File: config.mk
export PLATFORM = sky130hd
export DESIGN_NAME = ddr_burst_arbiter
export DESIGN_NICKNAME = d
export VERILOG_FILES = /design/src/rtl/ddr_arb_pkg.sv /design/src/rtl/ddr_arb_tag_fifo.sv /design/src/rtl/ddr_burst_arbiter.sv
export SDC_FILE = /design/constraint.sdc
export NUM_CORES = 1
export LEC_CHECK = 0
export ABC_AREA = 1
export ABC_CLOCK_PERIOD_IN_PS = 3200
export CAP_MARGIN = 20
export CORE_AREA = 4 4 313 315
export CTS_BUF_LIST = sky130_fd_sc_hd__clkbuf_4
export CTS_CLUSTER_SIZE = 14
export DETAILED_ROUTE_END_ITERATION = 10
export DIE_AREA = 0 0 317 319
export HOLD_SLACK_MARGIN = 0.1
export PLACE_DENSITY = 0.4
export SYNTH_ARGS = -nofsm -noshare
export SYNTH_HDL_FRONTEND = slang
export SYNTH_SLANG_ARGS = --single-unit
File: constraint.sdc
create_clock -name ddr_clk -period 3.2 [get_ports ddr_clk]
set_input_delay 0.96 -clock ddr_clk [delete_from_list [all_inputs] [get_ports ddr_clk]]
set_output_delay 0.96 -clock ddr_clk [all_outputs]
set_load 0.01 [all_outputs]
File: src/rtl/ddr_arb_pkg.sv
// Shared types and defaults for the two-master DDR burst arbiter.
package ddr_arb_pkg;

  typedef enum logic [1:0] {S_IDLE, S_WRITE, S_READ, S_FINISH} state_t;
  typedef logic [0:0] mid_t;

  localparam int DEF_BURST_LEN = 32;
  localparam int DEF_TAG_DEPTH = 4;

  function automatic logic [1:0] id2mask(input mid_t id);
    return 2'b01 << id;
  endfunction

endpackage

File: src/rtl/ddr_arb_tag_fifo.sv
// In-order record of which master issued each outstanding read burst.
// Zero-latency head; caller must not push when full nor pop when empty.
module ddr_arb_tag_fifo
  import ddr_arb_pkg::*;
#(
  parameter int DEPTH = DEF_TAG_DEPTH
) (
  input  logic clk,
  input  logic rst_n,
  input  logic push_i,
  input  mid_t push_dat_i,
  input  logic pop_i,
  output mid_t head_o,
  output logic full_o,
  output logic empty_o
);

  localparam int AW = $clog2(DEPTH);

  mid_t        mem_q [DEPTH];
  logic [AW:0] wr_ptr_q, rd_ptr_q;

  always_ff @(posedge clk or negedge rst_n) begin
    if (!rst_n) begin
      for (int i = 0; i < DEPTH; i++) mem_q[i] <= '0;
      wr_ptr_q <= '0;
      rd_ptr_q <= '0;
    end else begin
      if (push_i) begin
        mem_q[wr_ptr_q[AW-1:0]] <= push_dat_i;
        wr_ptr_q <= wr_ptr_q + 1'b1;
      end
      if (pop_i) rd_ptr_q <= rd_ptr_q + 1'b1;
    end
  end

  assign head_o  = mem_q[rd_ptr_q[AW-1:0]];
  assign empty_o = (wr_ptr_q == rd_ptr_q);
  assign full_o  = (wr_ptr_q[AW] != rd_ptr_q[AW]) && (wr_ptr_q[AW-1:0] == rd_ptr_q[AW-1:0]);

endmodule

File: src/rtl/ddr_burst_arbiter.sv
// Round-robin whole-burst arbiter of two masters onto one DDR wr/rd port; grant one cycle
// after pick, beats combinational on !busy; read returns steered by the in-order tag FIFO.
module ddr_burst_arbiter
  import ddr_arb_pkg::*;
#(
  parameter int BURST_LEN = DEF_BURST_LEN,
  parameter int ADDR_W    = 32,
  parameter int DATA_W    = 128,
  parameter int TAG_DEPTH = DEF_TAG_DEPTH
) (
  input  logic                  ddr_clk,
  input  logic                  ddr_rst_n,
  input  logic [1:0]            m_req,
  input  logic [1:0]            m_wr,
  input  logic [2*ADDR_W-1:0]   m_addr,
  output logic [1:0]            m_grant,
  output logic [1:0]            m_done,
  input  logic [2*DATA_W-1:0]   m_wdata,
  output logic [1:0]            m_wdata_ack,
  output logic [DATA_W-1:0]     m_rd_data,
  output logic [1:0]            m_rd_valid,
  input  logic                  ddr_wr_busy,
  output logic                  ddr_wr_en,
  output logic [ADDR_W-1:0]     ddr_wr_addr,
  output logic [DATA_W-1:0]     ddr_wr_data,
  output logic [DATA_W/8-1:0]   ddr_wr_mask,
  input  logic                  ddr_rd_busy,
  output logic                  ddr_rd_en,
  output logic [ADDR_W-1:0]     ddr_rd_addr,
  input  logic [DATA_W-1:0]     ddr_rd_data,
  input  logic                  ddr_rd_valid,
  output logic                  err_o
);

  localparam int             BW   = $clog2(BURST_LEN);
  localparam logic [BW-1:0]  LAST = BW'(BURST_LEN - 1);

  state_t            state_q, state_d;
  mid_t              id_q, id_d, rr_last_q, rr_last_d, pick_id;
  logic [ADDR_W-1:0] base_q, base_d, beat_addr;
  logic [BW-1:0]     beat_q, beat_d, ret_cnt_q, ret_cnt_d;
  logic [1:0]        grant_q, grant_d, eligible;
  logic              err_q, err_d;
  logic              tag_push, tag_pop, tag_full, tag_empty;
  mid_t              tag_head;

  ddr_arb_tag_fifo #(.DEPTH(TAG_DEPTH)) u_tag_fifo (
    .clk        (ddr_clk),
    .rst_n      (ddr_rst_n),
    .push_i     (tag_push),
    .push_dat_i (pick_id),
    .pop_i      (tag_pop),
    .head_o     (tag_head),
    .full_o     (tag_full),
    .empty_o    (tag_empty)
  );

  // A read is only eligible while the tag FIFO can record it; writes never wait on reads.
  assign eligible  = m_req & (m_wr | {2{~tag_full}});
  assign pick_id   = (eligible == 2'b11) ? ~rr_last_q : mid_t'(eligible[1]);
  assign beat_addr = base_q + ADDR_W'(beat_q);

  always_comb begin
    state_d     = state_q;
    id_d        = id_q;
    base_d      = base_q;
    beat_d      = beat_q;
    rr_last_d   = rr_last_q;
    grant_d     = '0;
    tag_push    = 1'b0;
    m_done      = '0;
    m_wdata_ack = '0;
    ddr_wr_en   = 1'b0;
    ddr_rd_en   = 1'b0;
    case (state_q)
      S_IDLE: begin
        if (|eligible) begin
          id_d      = pick_id;
          base_d    = pick_id ? m_addr[2*ADDR_W-1:ADDR_W] : m_addr[ADDR_W-1:0];
          beat_d    = '0;
          rr_last_d = pick_id;
          grant_d   = id2mask(pick_id);
          tag_push  = ~m_wr[pick_id];
          state_d   = m_wr[pick_id] ? S_WRITE : S_READ;
        end
      end
      S_WRITE: begin
        if (!ddr_wr_busy) begin
          ddr_wr_en   = 1'b1;
          m_wdata_ack = id2mask(id_q);
          beat_d      = beat_q + 1'b1;
          if (beat_q == LAST) begin
            m_done  = id2mask(id_q);
            state_d = S_FINISH;
          end
        end
      end
      S_READ: begin
        if (!ddr_rd_busy) begin
          ddr_rd_en = 1'b1;
          beat_d    = beat_q + 1'b1;
          if (beat_q == LAST) begin
            m_done  = id2mask(id_q);
            state_d = S_FINISH;
          end
        end
      end
      S_FINISH: state_d = S_IDLE;
      default:  state_d = S_IDLE;
    endcase
  end

  // Returns are tracked independently of the FSM; an untagged return is flagged, not routed.
  always_comb begin
    m_rd_valid = '0;
    tag_pop    = 1'b0;
    ret_cnt_d  = ret_cnt_q;
    err_d      = err_q;
    if (ddr_rd_valid) begin
      if (tag_empty) begin
        err_d = 1'b1;
      end else begin
        m_rd_valid = id2mask(tag_head);
        ret_cnt_d  = ret_cnt_q + 1'b1;
        tag_pop    = (ret_cnt_q == LAST);
      end
    end
  end

  always_ff @(posedge ddr_clk or negedge ddr_rst_n) begin
    if (!ddr_rst_n) begin
      state_q   <= S_IDLE;
      id_q      <= '0;
      base_q    <= '0;
      beat_q    <= '0;
      rr_last_q <= 1'b1;
      grant_q   <= '0;
      ret_cnt_q <= '0;
      err_q     <= 1'b0;
    end else begin
      state_q   <= state_d;
      id_q      <= id_d;
      base_q    <= base_d;
      beat_q    <= beat_d;
      rr_last_q <= rr_last_d;
      grant_q   <= grant_d;
      ret_cnt_q <= ret_cnt_d;
      err_q     <= err_d;
    end
  end

  assign m_grant     = grant_q;
  assign err_o       = err_q;
  assign ddr_wr_addr = ddr_wr_en ? beat_addr : '0;
  assign ddr_rd_addr = ddr_rd_en ? beat_addr : '0;
  assign ddr_wr_data = ddr_wr_en ? (id_q ? m_wdata[2*DATA_W-1:DATA_W] : m_wdata[DATA_W-1:0]) : '0;
  assign ddr_wr_mask = '0;
  assign m_rd_data   = ddr_rd_valid ? ddr_rd_data : '0;

endmodule

==> results.cfg, run 1 <==
[setup_path]
required_ps = 2240
ff2ff_setup_slack_ps = 1210
r2r_start = u_tag_fifo.wr_ptr_q[1]
cp_max_fo = 3
r2r_cells = 11
cp_data_arrival_time_ps = 2740
crit_type = reg -> out
timing.rr.end = base_q[4]
endpoint_kind = output pin
setup.worst_path.end = ddr_wr_addr[24]
critPathLaunchType = register
startpoint = beat_q[0]

[sta]
fmax_mhz = 270
finalCriticalPeriod_ps = 3700
max_slew.worst_pin.slew_ps = 757
fin_crit_sh_pct = 116
setup_ws_ps = -501
skew_ps = 15.3
hold_slack_ps = 484
relSlewSlack_pct = 49.5
hold_violations = 0
drv_slew = 0
rsz0062_at_grt = true
setup_viol = 70

[layout]
post-route-util_pct = 19.7
area_growth_syn_to_layout_pct = 184
design_area_sq_um = 18700
fin_nets = 2461
drive_gt1_share_pct = 28.1
fillers = 10700

[route]
drt-wirelength-per-cell_microns = 20.2
dr.first_iter.drc_count = 558
num_vias = 10600
postRouteWirelength_microns = 66100
wl_met1_microns = 27200
dr.pass1.iters = 5
top_layer = met5
wl_met2_microns = 32200
drcViolationCount = 0
final_antenna_net_count = 0
wl_met3_microns = 5780
via_per_inst = 3.25

[global_routing]
grt_max_degree = 34
antenna_found_initial = 43
grt_pass1_wl_microns = 84100
grt-ovfl-total = 0
groute.usage.overall_pct = 11.8
grt_pass1_vias = 10700

[yosys]
synth_area_leader_cell = dfrtp_1
ys_types = 44
ys_top_cells_by_area = dfrtp_1, nand2_1, a22o_1, inv_1, nor2_1
synthFlopType = dfrtp_1
ys_seq_area_share_pct = 22.5
synth-async-reset-ratio_pct = 100
synth-edff-count = 0
ys_warn_count = 0
yosysTopAreaCellShare_pct = 22.1
syn-instance-count = 1031
syn_area_per_cell_sq_um = 6.38
syn_area_sq_um = 6580
yosysMostFrequentCell = nand2_1
synth_common_cells = nand2_1, inv_1, a22o_1
ys_ff_latch = 59

[clock_tree]
cts.clk_slew.worst_paths_ps = 120
cts_hold_repair.buffers = 0
cts_tree = yes
clock_path_buffers = 2
htree_levels = 3
numCtsBuffers = 9
clkLatencyLatePin_ps = 470
cts_root_buffer = clkbuf_4
clkSinkCount = 59

[power_and_ir_drop]
p_leak_nw = 8.80
ir_worst_vdd_uv = 197
total_power_mw = 9.00
p_per_area_nw_per_um2 = 482

[outcome]
status = finished with violations
violations = negative setup slack

[placement]
dpl_cell_area_sq_um = 17000
place_worst_setup_slack_ps = -799
hpwl_microns = 54800
io_buffers = 787
gp_congestion = 0.848

[floorplan]
die_y_microns = 319
rows = 113
start_util_pct = 6.93
num_io_pins = 804
fp.coreArea_sq_um = 94900
die_x_microns = 317
dieArea_sq_um = 101000

[min_path]
min_path_type = reg -> reg

[run]
cap_violations = 0
-- routing by layer --
metal	GRT usage, %	vias to the layer above
met3	3.94	76
li1	-	5189
met1	14.2	4813
met5	0	-
met2	20.9	506
met4	1.38	14
-- how the worst min path moves through the flow --
stage	start	end	slack (ps)	cells past startpoint
final	ret_cnt_q[3]	ret_cnt_q[3]	480	1
after global routing	ret_cnt_q[3]	ret_cnt_q[3]	500	1
after CTS	ret_cnt_q[3]	ret_cnt_q[3]	490	1
after detailed placement	ret_cnt_q[3]	ret_cnt_q[3]	460	1
after global placement	ret_cnt_q[3]	ret_cnt_q[3]	460	1
after floorplan	u_tag_fifo.mem_q[0]	u_tag_fifo.mem_q[0]	440	2
-- logic make-up after synthesis --
kind of cell / Yosys count / synth area share (%)
AO/OA/AOI/OAI: 155 / 20.1
XOR/XNOR: 36 / 4.80
adder cells (fa/ha/maj): 19 / 3.73
buffers and inverters: 256 / 17.0
flip-flops: 59 / 22.5
multiplexers: 2 / 0.343
other: 1 / 0.0570
AND/OR/NAND/NOR: 503 / 31.5
-- final cells by class --
class	count	area, sq um	share of cell area (%)
timing repair buffer	1005	9740	52.2
multi-input combinational	731	4950	26.5
tap	1265	1580	8.48
sequential	59	1480	7.94
inverter	179	689	3.70
clock inverter	7	125	0.671
clock buffer	9	67.6	0.362
antenna	10	25.0	0.134
-- per-stage QoR --
| step | setup TNS (ps) | std cells |
|---|---|---|
| finish | -16950 | 3265 |
| global route | -37000 | 3260 |
| CTS | -40200 | 3228 |
| detailed placement | -123000 | 3164 |
| global placement | -123480 | 3164 |
| floorplan | 0 | 1046 |
-- report_power, final --
group | switching, mW | internal (mW) | total (mW)
Clock | 0.353 | 0.401 | 0.753
Combinational | 3.29 | 3.50 | 6.78
Sequential | 0.368 | 1.09 | 1.46
Total | 4.01 | 4.99 | 9.00
-- cells in the final DEF (no fill, tap or decap), drive strengths merged, types with 10 or more instances in the layout --
cell type and n:
a22o 129, clkdlybuf4s50 581, ha 18, xor2 24, xnor2 12, nor2 99, clkbuf 21, inv 179
nand2 320, diode 10, nand4 15, dfrtp 58, conb 16, nand3 48, nor3 14, buf 404
-- what timing repair did --
item	in CTS	in global routing
gates cloned	10	11
pin swaps	52	98
buffers inserted	44	37
endpoints found under the setup margin	201	194
gates resized for setup	787	290
-- registers in the layout (all words and copies together) (netlist names) --
signal / flops
base_q: 32
beat_q: 5
ret_cnt_q: 5
u_tag_fifo.mem_q: 4
u_tag_fifo.rd_ptr_q: 3
u_tag_fifo.wr_ptr_q: 3
m_grant: 2
state_q: 2
err_o: 1
id_q: 1
rr_last_q: 1
-- critical path, stage by stage, from the launching register on --
cell	delay (ps)
dfrtp_1	400
ha_2	200
inv_2	40
fa_2	340
nand3b_1	180
nand2_2	130
a21boi_4	80
buf_6	130
nor2_4	100
nand2_2	60
xor2_1	150
buf_4	170
buf_6	120
nor2_4	70
buf_6	100
Note: power is estimated with default switching activity, not from simulation.
==> run 2: changes to the inputs <==
- RECOVER_POWER: unset -> 25
==> run 2 against run 1 <==
Net effect: the run ends with max-capacitance violations, max-slew violations, negative setup slack left; die area is the same; via count is essentially flat; core utilization is essentially flat; largest cell class unchanged.
==> results.cfg, run 2 (synthesis gave the netlist of run 1 again) <==
[min_path]
min_path_type = reg -> reg
hold_start = ret_cnt_q[3]
worstHoldEndpoint = ret_cnt_q[3]
holdPathStages = 1

[power_and_ir_drop]
pwr-share-comb_pct = 75.3
power_frac_clock_pct = 8.4
ir_worst_vdd_uv = 197
p_leak_nw = 8.78
swShare_pct = 44.5
pwr-share-seq_pct = 16.3
power.internal_mw = 4.98
netSwitchingPower_mw = 4.00
p_per_area_nw_per_um2 = 483

[run]
cap_violations = 1

[setup_path]
r2r_start = u_tag_fifo.wr_ptr_q[1]
cp_data_arrival_time_ps = 2740
timing.rr.end = u_tag_fifo.mem_q[2]
critPathLaunchType = register
crit_type = reg -> out
endpoint_kind = output pin
r2r_cells = 11
required_ps = 2240
ff2ff_setup_slack_ps = 1210
cp_max_fo = 3

[route]
via_per_inst = 3.24
postRouteWirelength_microns = 66200
num_vias = 10600
dr.pass1.iters = 5
dr.first_iter.drc_count = 506
final_antenna_net_count = 0
drcViolationCount = 0
drt-wirelength-per-cell_microns = 20.3

[layout]
stdcell_count = 3264
area_growth_syn_to_layout_pct = 183
largest_register_ffs = 32
mostFrequentLayoutCell = clkdlybuf4s50_1
layout_common_cells = clkdlybuf4s50_1, nand2_1, inv_1
fillers = 10700
drive_gt1_share_pct = 27.9
fin_nets = 2461
top_register = base_q
top_regs = base_q: 32 flops, beat_q: 5 flops, ret_cnt_q: 5 flops

[clock_tree]
cts_tree = yes
cts_hold_repair.buffers = 0
clock_path_buffers = 2
clkSinkCount = 59
htree_levels = 3
cts_root_buffer = clkbuf_4
numCtsBuffers = 9
cts.clk_slew.worst_paths_ps = 120
clkLatencyLatePin_ps = 470

[floorplan]
die_x_microns = 317
start_util_pct = 6.93
dieArea_sq_um = 101000
fp.coreArea_sq_um = 94900
rows = 113
die_y_microns = 319
num_io_pins = 804

[sta]
setup_ws_ps = -498
hold_slack_ps = 484
relSlewSlack_pct = -14.7
skew_ps = 17.7
setup_viol = 70
max_slew.worst_pin.slew_ps = 1720
hold_violations = 0
rsz0062_at_grt = true
finalCriticalPeriod_ps = 3700
drv_slew = 28
fin_crit_sh_pct = 116
fmax_mhz = 270

[outcome]
status = finished with violations
violations = max-capacitance violations, max-slew violations, negative setup slack

[global_routing]
antenna_found_initial = 43
grt_max_degree = 34
grt_pass1_vias = 10700
groute.usage.overall_pct = 11.8
grt-ovfl-total = 0
grt_pass1_wl_microns = 84100

[placement]
dp_cells = 3164
io_buffers = 787
hpwl_microns = 54800
gp_congestion = 0.848
## run 2: changes by cell type in the layout (fill, tap and decap cells not counted), sizes merged
| cell | delta |
|---|---|
| clkbuf | +5 |
| diode | -1 |
| buf | -5 |
## run 2: cell type report
cell class / instances / area [sq um] / area share (%)
diodes: 9 / 22.5 / 0.121
well taps: 1265 / 1580 / 8.50
repair buffers: 1005 / 9710 / 52.1
flip-flops and latches: 59 / 1480 / 7.95
clock inverters: 7 / 125 / 0.672
clock buffers: 9 / 67.6 / 0.363
multi-input cells: 731 / 4950 / 26.6
inverters: 179 / 689 / 3.70
## run 2: worst max path at each step
stage,start,slack [ps],cells after the start,endpoint
floorplan,beat_q[0],180,10,ddr_rd_addr[26]
global placement,ddr_wr_busy,-790,8,ddr_wr_data[66]
detailed placement,ddr_wr_busy,-800,8,ddr_wr_data[66]
CTS,beat_q[0],-600,13,ddr_rd_addr[18]
global route,beat_q[0],-660,13,ddr_rd_addr[18]
finish,beat_q[0],-500,14,ddr_wr_addr[24]
## run 2: power groups by stage
stage	Combinational (mW)	Sequential, mW	Clock [mW]
after floorplan	2.42	1.36	0
after global placement	5.86	1.42	0
after detailed placement	5.82	1.42	0
after CTS	6.35	1.45	0.784
after global routing	7.27	1.52	0.815
final	6.77	1.46	0.753
## run 2: layer usage
layer / global-route usage (%) / routed length, microns / part of all wire [%] / vias up
li1: - / - / - / 5187
met1: 14.2 / 27100 / 41 / 4802
met2: 20.9 / 32200 / 49 / 507
met3: 3.94 / 5910 / 8.9 / 78
met4: 1.38 / 844 / 1.3 / 14
met5: 0 / 93 / 0.14 / -
## run 2: repair_timing
| item | in CTS | in global routing |
|---|---|---|
| gates cloned | 10 | 11 |
| resized for setup | 787 | 290 |
| endpoints found under the setup margin | 201 | 194 |
| pin swaps | 52 | 98 |
| buffers inserted | 44 | 37 |
## run 2: worst max-delay path, stage by stage (launching register included)
cell	delay, ps
dfrtp_1	400
ha_2	200
inv_2	40
fa_2	340
nand3b_1	180
nand2_2	130
a21boi_4	80
buf_6	130
nor2_4	100
nand2_2	60
xor2_1	150
buf_4	170
buf_6	120
nor2_4	70
buf_6	100
## run 2: stage by stage
step | setup slack (ps) | total power [mW] | setup TNS, ps | utilization [%] | instance area (sq um)
2_1_floorplan | 177 | 3.78 | 0 | - | 6630
3_3_place_gp | -788 | 7.28 | -123480 | 17.9 | 17000
3_5_place_dp | -799 | 7.24 | -123000 | 17.9 | 17000
4_1_cts | -601 | 8.58 | -40200 | 19.1 | 18200
5_1_grt | -660 | 9.60 | -37000 | 19.6 | 18600
6_report | -498 | 8.99 | -16570 | 19.6 | 18600
==> run 3: changes to the inputs <==
- GPL_ROUTABILITY_DRIVEN: unset -> 0
==> results of run 3 <==
The final DEF is identical to that of run 2; final timing and power are the same.
